<file path="src/rtl/uart_pkg.sv">
// Shared UART definitions: receiver state encoding and the cycles-per-bit helper
// also used by the transmitter.
package uart_pkg;

  typedef enum logic [2:0] {
    IDLE,
    START,
    DATA,
    STOP,
    WAIT_IDLE
  } rx_state_t;

  function automatic int cpb(input int clk, input int baud);
    return clk / baud;
  endfunction

endpackage

</file>
<file path="src/rtl/sync_2ff.sv">
// Two-flop synchronizer for an asynchronous input; 2-cycle latency, no backpressure.
// RST_VAL is the level both flops hold during reset.
module sync_2ff #(
  parameter logic RST_VAL = 1'b1
) (
  input  logic i_clk,
  input  logic i_rst_n,
  input  logic i_d,
  output logic o_q
);

  logic r_meta;

  always_ff @(posedge i_clk or negedge i_rst_n) begin
    if (!i_rst_n) begin
      r_meta <= RST_VAL;
      o_q    <= RST_VAL;
    end else begin
      r_meta <= i_d;
      o_q    <= r_meta;
    end
  end

endmodule

</file>
<file path="src/rtl/uart_receive.sv">
// 8N1 UART receiver with 3-sample mid-bit majority vote; valid_out at T0+9*CPB+HALF+2.
// No backpressure: each byte or framing error is a one-cycle pulse the consumer must take.
module uart_receive
  import uart_pkg::*;
#(
  parameter int CLK_FREQ  = 100_000_000,
  parameter int BAUD_RATE = 9600
) (
  input  logic       clk_in,
  input  logic       rst_in,
  input  logic       rx_wire_in,
  output logic [7:0] data_byte_out,
  output logic       valid_out,
  output logic       framing_error_out,
  output logic       busy_out
);

  localparam int CPB  = cpb(CLK_FREQ, BAUD_RATE);
  localparam int HALF = CPB / 2;
  localparam int CW   = $clog2(CPB);
  localparam logic [CW-1:0] CYC_S0   = CW'(HALF - 1);
  localparam logic [CW-1:0] CYC_S1   = CW'(HALF);
  localparam logic [CW-1:0] CYC_DEC  = CW'(HALF + 1);
  localparam logic [CW-1:0] CYC_LAST = CW'(CPB - 1);

  logic          w_rx_s;
  logic          r_rx_prev;
  rx_state_t     r_state, w_state_nxt;
  logic [CW-1:0] r_cyc, w_cyc_nxt;
  logic [2:0]    r_bit_idx, w_bit_idx_nxt;
  logic [7:0]    r_shift, w_shift_nxt;
  logic [7:0]    w_data_nxt;
  logic [1:0]    r_samp;
  logic          w_valid_nxt, w_ferr_nxt;
  logic          w_maj, w_decide, w_last;

  // Reset value 1 so a line already low at release still yields a falling edge.
  sync_2ff #(.RST_VAL(1'b1)) u_rx_sync (
    .i_clk   (clk_in),
    .i_rst_n (rst_in),
    .i_d     (rx_wire_in),
    .o_q     (w_rx_s)
  );

  assign w_decide = (r_cyc == CYC_DEC);
  assign w_last   = (r_cyc == CYC_LAST);
  assign w_maj    = (r_samp[0] & r_samp[1]) | (r_samp[0] & w_rx_s) | (r_samp[1] & w_rx_s);
  assign busy_out = (r_state != IDLE);

  always_ff @(posedge clk_in or negedge rst_in) begin
    if (!rst_in) begin
      r_state           <= IDLE;
      r_cyc             <= '0;
      r_bit_idx         <= '0;
      r_shift           <= '0;
      r_samp            <= '0;
      r_rx_prev         <= 1'b1;
      data_byte_out     <= '0;
      valid_out         <= 1'b0;
      framing_error_out <= 1'b0;
    end else begin
      r_state           <= w_state_nxt;
      r_cyc             <= w_cyc_nxt;
      r_bit_idx         <= w_bit_idx_nxt;
      r_shift           <= w_shift_nxt;
      r_rx_prev         <= w_rx_s;
      data_byte_out     <= w_data_nxt;
      valid_out         <= w_valid_nxt;
      framing_error_out <= w_ferr_nxt;
      if (r_cyc == CYC_S0) r_samp[0] <= w_rx_s;
      if (r_cyc == CYC_S1) r_samp[1] <= w_rx_s;
    end
  end

  always_comb begin
    w_state_nxt   = r_state;
    w_cyc_nxt     = w_last ? '0 : r_cyc + CW'(1);
    w_bit_idx_nxt = r_bit_idx;
    w_shift_nxt   = r_shift;
    w_data_nxt    = data_byte_out;
    w_valid_nxt   = 1'b0;
    w_ferr_nxt    = 1'b0;
    case (r_state)
      IDLE: begin
        w_cyc_nxt = '0;
        if (r_rx_prev && !w_rx_s) w_state_nxt = START;
      end
      START: begin
        if (w_decide && w_maj) begin
          w_state_nxt = IDLE;
          w_cyc_nxt   = '0;
        end else if (w_last) begin
          w_state_nxt   = DATA;
          w_bit_idx_nxt = '0;
        end
      end
      DATA: begin
        if (w_decide) w_shift_nxt = {w_maj, r_shift[7:1]};
        if (w_last) begin
          if (r_bit_idx == 3'd7) w_state_nxt = STOP;
          else w_bit_idx_nxt = r_bit_idx + 3'd1;
        end
      end
      STOP: begin
        // Leave at the stop-bit centre so a back-to-back start edge is not missed.
        if (w_decide) begin
          w_cyc_nxt = '0;
          if (w_maj) begin
            w_valid_nxt = 1'b1;
            w_data_nxt  = r_shift;
            w_state_nxt = IDLE;
          end else begin
            w_ferr_nxt  = 1'b1;
            w_state_nxt = WAIT_IDLE;
          end
        end
      end
      WAIT_IDLE: begin
        w_cyc_nxt = '0;
        if (w_rx_s) w_state_nxt = IDLE;
      end
      default: begin
        w_state_nxt = IDLE;
        w_cyc_nxt   = '0;
      end
    endcase
  end

endmodule

</file>
<file path="config.mk">
export PLATFORM = sky130hd
export DESIGN_NAME = uart_receive
export DESIGN_NICKNAME = d
export VERILOG_FILES = /design/src/rtl/uart_pkg.sv /design/src/rtl/sync_2ff.sv /design/src/rtl/uart_receive.sv
export SDC_FILE = /design/constraint.sdc
export NUM_CORES = 1
export LEC_CHECK = 0
export BUFFER_PORTS_ARGS = -buffer_cell sky130_fd_sc_hd__buf_2
export CAP_MARGIN = 20
export CORE_ASPECT_RATIO = 0.9
export CORE_UTILIZATION = 64
export DETAILED_ROUTE_END_ITERATION = 10
export PLACE_DENSITY_LB_ADDON = 0.08
export SYNTH_ARGS = -nofsm -noshare
export SYNTH_HDL_FRONTEND = slang
export SYNTH_SLANG_ARGS = --single-unit
export TNS_END_PERCENT = 50
</file>
<file path="constraint.sdc">
create_clock -name clk_in -period 4.3 [get_ports clk_in]
set_clock_uncertainty 0.15 [all_clocks]
set_input_delay 0.43 -clock clk_in [delete_from_list [all_inputs] [get_ports clk_in]]
set_output_delay 0.43 -clock clk_in [all_outputs]
set_load 0.01 [all_outputs]
</file>
==> results of run 1 <==
-- layout by cell type (no fill, tap or decap), types with 2 or more instances in the layout --
master,Yosys,layout
nand3_1,7,7
xnor2_1,7,7
nand4_1,6,6
o31ai_1,2,2
nor4_1,2,2
a22o_1,2,2
nor2_1,14,14
a21oi_1,2,2
and4_1,2,2
mux2_2,15,15
mux2_1,3,3
nor3_1,8,8
nand3b_1,2,2
a311oi_1,2,2
nand2_1,6,6
buf_2,2,13
ha_1,5,5
nor3_2,4,4
dfrtp_1,40,40
clkbuf_4,0,5
dfstp_2,3,3
xor2_1,5,5
and4_4,2,2
or3_1,4,4
nor4b_1,3,3
and3_1,2,2
inv_1,6,6
-- how the worst min path moves through the flow --
stage | startpoint | to | slack (ns) | cells past startpoint
finish | rst_in | r_state[0]$_DFFE_PN0P_ | 0.05 | 1
global route | rst_in | r_cyc[8]$_DFF_PN0_ | 0.10 | 1
CTS | rx_wire_in | u_rx_sync.r_meta$_DFF_PN1_ | 0.01 | 1
detailed placement | u_rx_sync.r_meta$_DFF_PN1_ | u_rx_sync.o_q$_DFF_PN1_ | 0.20 | 0
global placement | u_rx_sync.r_meta$_DFF_PN1_ | u_rx_sync.o_q$_DFF_PN1_ | 0.20 | 0
floorplan | rst_in | data_byte_out[0]$_DFFE_PN0P_ | -0.02 | 0
-- sequential cells by signal (all words and copies together), names as in the netlist --
register and cells:
r_cyc 14, data_byte_out 8, r_shift 8, r_bit_idx 3, r_state 3, r_samp 2
framing_error_out 1, r_rx_prev 1, u_rx_sync.o_q 1, u_rx_sync.r_meta 1, valid_out 1
-- area by class of cell --
class	instances	area (µm²)
fill	225	844.6
inverter	6	22.52
sequential	43	1080
tap	42	52.55
multi-input combinational	117	905.9
clock buffer	6	51.30
clock inverter	2	35.03
timing repair buffer	14	75.07
-- per-layer routing --
metal	share of wire, %	vias to the layer above
met3	4.8	5
li1	-	652
met2	46	37
met5	0	-
met1	48	681
met4	1.1	0
-- power groups by stage --
stage                     sequential, mW  combinational, mW  clock [mW]
after detailed placement           0.499              0.125           0
after floorplan                    0.473              0.133           0
final                              0.493              0.128       0.264
after global routing               0.500              0.145       0.288
after global placement             0.498              0.116           0
after CTS                          0.491              0.127       0.268
-- worst max-delay path: stages (launching register included) --
cell and delay (ns):
dfrtp_1 0.47, ha_1 0.28, and4_4 0.19, and4_4 0.19, or3_1 0.59, nor3_1 0.29
-- through the flow --
stage	hold slack [ns]	power (mW)
floorplan	-0.01559	0.6064
global route	0.1031	0.9327
detailed placement	0.1989	0.6248
global placement	0.2002	0.6141
CTS	0.01365	0.8864
finish	0.04546	0.8856
-- kinds of logic after synthesis --
kind of cell | Yosys count
and+or+nand+nor | 71
DFF | 43
adders and majority gates | 6
xor gates and xnor gates | 12
buffers and inverters | 14
AOI/OAI and AO/OA | 10
muxes | 18
==> metrics, run 1 <==
Post-synth EDFFs 0; cell internal pwr 635.2 µW; CTS max path bufs 2; clock network power share approximately 30%; Period Utilization, post-route between 50 and 60%; Crit Reg-Reg Startpoint r_cyc[0]$_DFF_PN0_; end of the worst register-to-register path r_cyc[3]$_DFF_PN0_; Area Growth Syn to Fin 7.311%; final wirelength approximately 3.6 mm; vias in the first global route 1319; Pre-Repair DR Iteration Count 4; Synth top cells by count dfrtp_1, mux2_2, nor2_1; Skew-Pair Late Insertion Delay 0.35 ns; fin crit period 2.247 ns; CTS buffer count 5; PD cells 398.5 mW/mm²; Seq/Total Area, Yosys 52.15%; post-synthesis xor/xnor area fraction 5.076%; Slew Limit Fails 0; Port Buf Inserts 13; Clock Tree Root clkbuf_4; top-count cell post-synth dfrtp_1; final std cells w/o fill 230; Core Area 0.003067 mm²; post-synthesis cell area 0.002071 mm²; global-route wire length before repair 5.996 mm; TritonCTS clock tree yes; fin area 0.002222 mm²; status finished clean; # hold bufs at CTS 0; Max-slew headroom 39.58%; Avg WL per Cell 15.60 µm; top_reg_cell synth dfrtp_1; gr busiest metal met1; Starting Density between 60% and 70%; chip height 55.96 µm; GR Util met2 34.19%; Core Util, Final 72.46%; main area contributors after synthesis dfrtp_1, mux2_2, dfstp_2; clock sinks 43; maximum vdd drop 0.2654 mV; largest net degree at the start of global routing 44; Critical Path RT around 4.4 ns; Simple-Gate Fraction of Synth Area 21.81%; Switching Share 28.27%; ys async rst share 100.0%; Pleak about 1.1 nW; startpoint types flop; setup bufs post-CTS 0; DP Worst Slack about 2.1 ns; initial antenna violation count 0; worst reg-to-reg setup slack 2.05 ns; Syn. warnings 0; Placer Congestion 0.8566; antenna diode count 0; GRT overflow 0; # resized after CTS 0; final hold viol count 0; largest family of logic cells by synthesized area simple AND/OR/NAND/NOR gates; Sw Pwr around 250 µW; syn nets 182; initial DRC count 65; RSZ-0062 raised after global routing no; mux contribution to synthesized area between 9 and 10%; Worst-path clk slew 0.12 ns; WS Path Type reg -> reg; htree depth 2; Worst-Margin Slew 0.9063 ns; post-placement cell count 221; I/O pin count 14; Worst Setup SP r_cyc[0]$_DFF_PN0_; GRT met3 Usage 6.977%; peak fanout along the critical path 14; Vias/cell 5.978; CP endpoint kind flop; DRC Markers 0; Hold/Removal Path Class in -> async; Netlist cell types 40; final setup TNS 0 ns; DIE WIDTH 61.96 µm; die area 0.003467 mm²; post-route setup slack approximately 2 ns; reg2reg path depth 5; Max Clk Rate around 440 MHz; Sequential Power Share 55.7%; register bit total from synthesis 43; Max Cap Viol 0; top-area cell type share of the netlist area 48.34%; post-synth top area cell dfrtp_1; Combinational Power Share between 10% and 20%; layout cells sized above 1 25.53%; hpwl dp 2.528 mm; Setup Viol. Count Final 0; Nets 195; Final ANT Viol Nets 0; end of the critical path r_cyc[3]$_DFF_PN0_; GR Layer Usage met1 35.43%; Rows 19; Syn Inst Count 174; post-synthesis compound-gate area fraction 3.565%; GRT Total Usage 24.16%; post-synthesis adder-cell area fraction 3.505%; crit path DAT ~2.4 ns; Cell Area, Placed between 0.002 and 0.0025 mm²; via count 1375; syn avg cell area 11.90 µm²
Note: power is estimated with default switching activity, not from simulation.
==> run 2, diff against run 1 <==
ABC_AREA = 1   (was unset)
CORE_UTILIZATION = 59   (was 64)
clock period = 2.2 ns   (was 4.3 ns; I/O delays follow)
==> run 2 against run 1 <==
Compared with the run above: fmax rose by 17%; core utilization fell by 3.4 points; synthesized area rose by 3.4%; total power rose by 130%; non-clock buffer count rose by 2; die area rose by 12%; combinational power rose to 4.0 times the previous value; cell area rose by 6.6%; worst setup slack got worse by 1.8 ns.
==> metrics, run 2 <==
Worst-path clk slew 0.08 ns; Setup Viol. Count Final 0; WS Path Type reg -> reg; Synth top cells by count nand2_1, dfrtp_1, inv_1; htree depth 2; PD cells 842.9 mW/mm²; Crit path largest cell delay 0.43 ns; Worst-Margin Slew 0.5107 ns; Rows 20; top-count cell post-synth nand2_1; CTS max path bufs 2; Max Cap Viol 0; Avg WL per Cell 11.05 µm; fin crit period 1.925 ns; final wirelength between 3 and 4 mm; post-synth top area cell dfrtp_1; crit path DAT 1.98 ns; I/O pin count 14; post-placement cell count 291; Worst path most repeated cell nor2_4; syn nets 244; most common cell after layout, fill and taps aside nand2_1; final std cells w/o fill about 300; ys async rst share between 90% and 100%; Clock Tree Root clkbuf_8; Pre-Repair DR Iteration Count 4; Period Utilization, post-route 87.51%; Max stage delay cell, worst path dfrtp_1; status finished clean; die area 0.003876 mm²; clock sinks 43; register bit total from synthesis 43; Nets 264; Critical Path RT 2.25 ns; Core Area 0.003428 mm²; Fill cells between 200 and 300; final setup TNS 0 ns; Netlist cell types 30; RSZ-0062 raised after global routing no; Skew-Pair Late Insertion Delay 0.29 ns; commonest non-fill, non-tap cells in the layout nand2_1, dfrtp_1, inv_1; via count 1505; Vias/cell approximately 5.0; startpoint types flop; Top reg by flops r_cyc; area taken by multi-input logic gates ~920 µm²; top-area cell type share of the netlist area 46.73%; CTS buffer count 5; final hold viol count 0; # resized after CTS 0; Port Buf Inserts 13; largest net degree at the start of global routing 44; CP endpoint kind flop; Pleak 1.121 nW; hpwl dp roughly 2.4 mm; DIE WIDTH 65.52 µm; Seq/Total Area, Yosys between 50 and 60%; syn avg cell area between 9 and 10 µm²; DRC Markers 0; Core Util, Final 69.09%; antenna diode count 0; Max Clk Rate 519.4 MHz; layout cells sized above 1 ~25%; top_reg_cell synth dfrtp_1; Final ANT Viol Nets 0; global-route wire length before repair approximately 5.9 mm; Post-synth EDFFs 0; Placer Congestion roughly 0.85; post-synthesis cell area 0.002142 mm²; CP Cell Sequence ha_1, nand2_1, nor2_4, nand3_2, nor2_4, nor3_1, nand2_2, nor2_1; Max-slew headroom 65.95%; vias in the first global route 1360; chip height a little under 60 µm; main area contributors after synthesis dfrtp_1, nand2_1, inv_1; initial antenna violation count 0; Starting Density a little over three fifths; GRT overflow 0; worst hold slack approximately 0.21 ns; max reg flops 14; Syn. warnings 0; initial DRC count roughly 110; maximum vdd drop 0.5607 mV; Slew Limit Fails 0; Syn Inst Count 236; peak fanout along the critical path 14; GRT Total Usage 20.04%; Register Area 0.001080 mm²; Area Growth Syn to Fin 10.57%; TritonCTS clock tree yes; biggest regs r_cyc: 14 flops, data_byte_out: 8 flops, r_shift: 8 flops; Hold/Removal Path Class reg -> reg
## run 2: stage by stage
stage	instance area [µm²]	setup slack [ns]	total power, mW
detailed placement	2236	0.2669	1.420
CTS	2369	0.2381	2.024
global route	2369	0.1055	2.127
finish	2369	0.2747	1.996
global placement	2236	0.3296	1.406
floorplan	2142	0.5699	1.339
## run 2: layout make-up
class / instances / share of cell area (%)
sequential: 43 / 45.59
multi-input combinational: 161 / 38.83
inverter: 29 / 4.596
timing repair buffer: 16 / 3.909
clock buffer: 5 / 2.905
tap: 44 / 2.324
clock inverter: 3 / 1.849
## run 2: logic make-up after synthesis
group	count (synthesis)	share of synthesized area (%)
adder cells (fa/ha/maj)	5	2.921
AND/OR/NAND/NOR	122	28.68
flip-flops	43	50.41
AO/OA/AOI/OAI	24	7.243
buffers and inverters	32	6.659
XOR/XNOR	10	4.089
## run 2: final timing paths
check | from | endpoint | slack [ns] | depth (start not counted)
min in group asynchronous | rst_in | r_shift[4]$_DFFE_PN0P_ | 0.38 | 3
setup / recovery | r_cyc[0]$_DFF_PN0_ | r_cyc[9]$_DFF_PN0_ | 0.27 | 8
hold / removal | u_rx_sync.r_meta$_DFF_PN1_ | u_rx_sync.o_q$_DFF_PN1_ | 0.21 | 0
hold reg to reg | u_rx_sync.r_meta$_DFF_PN1_ | u_rx_sync.o_q$_DFF_PN1_ | 0.21 | 0
max in group asynchronous | rst_in | u_rx_sync.o_q$_DFF_PN1_ | 1.14 | 3
setup reg to reg | r_cyc[0]$_DFF_PN0_ | r_cyc[9]$_DFF_PN0_ | 0.27 | 8
## run 2: metal layers
metal	vias up	wire [µm]	share of wire, %	global-route usage (%)
li1	785	-	-	-
met1	699	1637	49	25.97
met2	19	1580	47	33.43
met3	2	100	3.0	5.192
met4	0	8	0.24	5.590
met5	-	0	0	0
## run 2: repair_timing
action                                 in CTS  in global routing
buffers inserted                            0                  0
hold buffers                                2                  0
setup endpoints to repair                   0                  0
endpoints found under the hold margin      41                  0
## run 2: where the power goes
group	leakage [nW]	internal (mW)	switching [mW]
clock network	0.0581	0.338	0.259
logic	0.477	0.149	0.366
registers	0.586	0.835	0.0484
total	1.12	1.32	0.674
## run 2: critical path: cells and delay by family, from the launching register on
family | cells | cell delay, ns
and+or+nand+nor | 7 | 1.02
DFF | 1 | 0.43
adders and majority gates | 1 | 0.24
==> run 3, diff against run 2 <==
ABC_CLOCK_PERIOD_IN_PS = 2200   (was unset)
CORE_UTILIZATION = 60   (was 59)
SYNTH_HIERARCHICAL = 1   (was unset)
==> run 3 against run 2 <==
Compared with the run above: synthesized area increased by 7.1%; sequential power decreased by 4.0%; routed wire length increased by 12%; register-to-register slack improved by 0.10 ns; sequential cell count unchanged; first-iteration DRC count increased by 6.3%; core utilization increased by 1.9 points; clock power decreased by 10%; combinational power decreased by 50%; via count increased by 6.4%; worst hold slack got worse by 0.0023 ns; non-clock buffer count unchanged.
==> metrics, run 3 <==
commonest non-fill, non-tap cells in the layout nand2_1, dfrtp_1, inv_1; Hold/Removal Path Class reg -> reg; reg2reg path depth 6; Pleak 1.148 nW; Cell Area, Placed 0.002367 mm²; Max-slew headroom around 65%; Core Util, Final 71.00%; final setup TNS 0 ns; Starting Density 65.46%; post-placement cell count 305; Seq/Total Area, Yosys 47.08%; CP Cell Sequence ha_1, nand3_2, nor2_1, nand3_1, nand3_4, nor2_1; Max Clk Rate about 550 MHz; most common cell after layout, fill and taps aside nand2_1; post-synthesis adder-cell area fraction under 10%; DRC Markers 0; chip height approximately 60 µm; worst reg-to-reg setup slack between 0.3 and 0.4 ns; CTS buffer count 5; initial DRC count approximately 120; CP endpoint kind flop; PD cells ~660 mW/mm²; register bit total from synthesis 43; total power 1.643 mW; final std cells w/o fill 315; layout cells sized above 1 approximately a quarter; worst hold slack 0.2075 ns; status finished clean; largest net degree at the start of global routing 44; Syn. warnings 6; main area contributors after synthesis dfrtp_1, nand2_1, inv_1; Final ANT Viol Nets 0; CTS max path bufs 2; Netlist cell types 29; ys async rst share 100.0%; Setup Viol. Count Final 0; hpwl dp around 2.6 mm; Skew-Pair Late Insertion Delay 0.29 ns; Pre-Repair DR Iteration Count 4; hold path cells 0; Post-synth EDFFs 0; startpoint types flop; fin area about 0.0025 mm²; final hold viol count 0; initial antenna violation count 0; crit path DAT 1.84 ns; maximum vdd drop 0.4787 mV; Top reg by flops r_cyc; post-synthesis cell area between 0.002 and 0.0025 mm²; TritonCTS clock tree yes; post-route setup slack around 0.38 ns; post-synth top area cell dfrtp_1; htree depth 2; Avg WL per Cell roughly 12 µm; Max stage delay cell, worst path dfrtp_1; Port Buf Inserts 13; Worst Min Path Start u_rx_sync/r_meta$_DFF_PN1_; post-synthesis xor/xnor area fraction about 3.8%; clock sinks 43; Period Utilization, post-route 82.93%; Core Area approximately 0.0035 mm²; Syn Inst Count approximately 250; Nets around 280; die area between 0.004 and 0.005 mm²; Hold EP u_rx_sync/o_q$_DFF_PN1_; global-route wire length before repair ~6.3 mm; post-synthesis compound-gate area fraction 7.092%; largest family of logic cells by synthesized area simple AND/OR/NAND/NOR gates; Placer Congestion 0.8140; vias in the first global route 1445; DP Worst Slack 0.3424 ns; Worst-path clk slew 0.08 ns; Area Growth Syn to Fin 8.456%; biggest regs r_cyc: 14 flops, data_byte_out: 8 flops, r_shift: 8 flops; RSZ-0062 raised after global routing no; top-count cell post-synth nand2_1; fin crit period between 1.5 and 2 ns; via count 1602; Clock Tree Root clkbuf_8; top_reg_cell synth dfrtp_1; Rows 20; Synth top cells by count nand2_1, dfrtp_1, inv_1; Simple-Gate Fraction of Synth Area 31.86%; antenna diode count 0; # resized after CTS 0; top-area cell type share of the netlist area 43.64%; I/O pin count 14; WS Path Type reg -> reg; Vias/cell 5.086; Crit path largest cell delay between 0.4 and 0.5 ns; Critical Path RT 2.22 ns; end of the worst register-to-register path r_cyc[3]$_DFF_PN0_; Slew Limit Fails 0; DIE WIDTH roughly 67 µm; mux contribution to synthesized area 0%; max reg flops 14; final wirelength 3.729 mm; GRT Total Usage about a fifth; Worst path most repeated cell nor2_1; Max Cap Viol 0; syn nets 259; Crit Reg-Reg Startpoint r_cyc[0]$_DFF_PN0_; GRT overflow 0; Worst-Margin Slew 0.5299 ns; peak fanout along the critical path 14; syn avg cell area 9.137 µm²
==> run 3: changes by cell type after synthesis, sizes merged <==
cell,change
a21oi,+2
buf,+1
clkinv,-1
inv,+3
nand2,+9
nand3,+7
nand3b,-1
nand4,+1
nor3,-2
o21ai,-2
o21bai,-1
or2,-1
==> run 3: cells by family after synthesis <==
family / after synthesis
compound gates: 23
xor+xnor: 10
fa+ha+maj: 5
buf+inv: 35
flops: 43
simple gates: 135
==> run 3: area by class of cell <==
cell class | count | area, µm²
Tap cell | 44 | 55.05
Sequential cell | 43 | 1080
Multi-Input combinational cell | 173 | 1044
Timing Repair Buffer | 16 | 92.59
Inverter | 31 | 116.4
Clock buffer | 8 | 100.1
Fill cell | 255 | 1016
==> run 3: power breakdown <==
| part | internal (mW) | total [mW] | switching [mW] | leakage [nW] |
|---|---|---|---|---|
| sequential | 0.816 | 0.848 | 0.0319 | 0.588 |
| clock | 0.286 | 0.536 | 0.249 | 0.0515 |
| combinational | 0.0809 | 0.260 | 0.179 | 0.509 |
==> run 3: worst max-delay path, delay by kind of cell, from the launching register on <==
| kind | cells | cell delay, ns |
|---|---|---|
| adder cells (fa/ha/maj) | 1 | 0.26 |
| AND/OR/NAND/NOR | 5 | 0.82 |
| flip-flops | 1 | 0.47 |
==> run 3: how the worst max path moves through the flow <==
stage | start | to | slack (ns) | depth (start not counted)
final | r_cyc[0]$_DFF_PN0_ | r_cyc[3]$_DFF_PN0_ | 0.38 | 6
after global placement | r_cyc[0]$_DFF_PN0_ | r_cyc[3]$_DFF_PN0_ | 0.43 | 6
after CTS | r_cyc[0]$_DFF_PN0_ | r_cyc[10]$_DFF_PN0_ | 0.35 | 6
after global routing | r_cyc[0]$_DFF_PN0_ | r_cyc[5]$_DFF_PN0_ | 0.20 | 6
after floorplan | r_cyc[0]$_DFF_PN0_ | r_cyc[13]$_DFF_PN0_ | 0.53 | 7
after detailed placement | r_cyc[0]$_DFF_PN0_ | r_cyc[10]$_DFF_PN0_ | 0.34 | 6
==> run 3: timing repair <==
action	4_1_cts	5_1_grt
hold buffers	2	0
hold endpoints to repair	41	0
buffers inserted	0	0
==> run 3: metal layers <==
metal | vias to the layer above | track usage [%] | wire length (µm)
met5 | - | 0 | 0
met4 | 0 | 5.471 | 22
met3 | 2 | 6.203 | 104
met2 | 24 | 31.57 | 1666
met1 | 745 | 29.42 | 1935
li1 | 831 | - | -
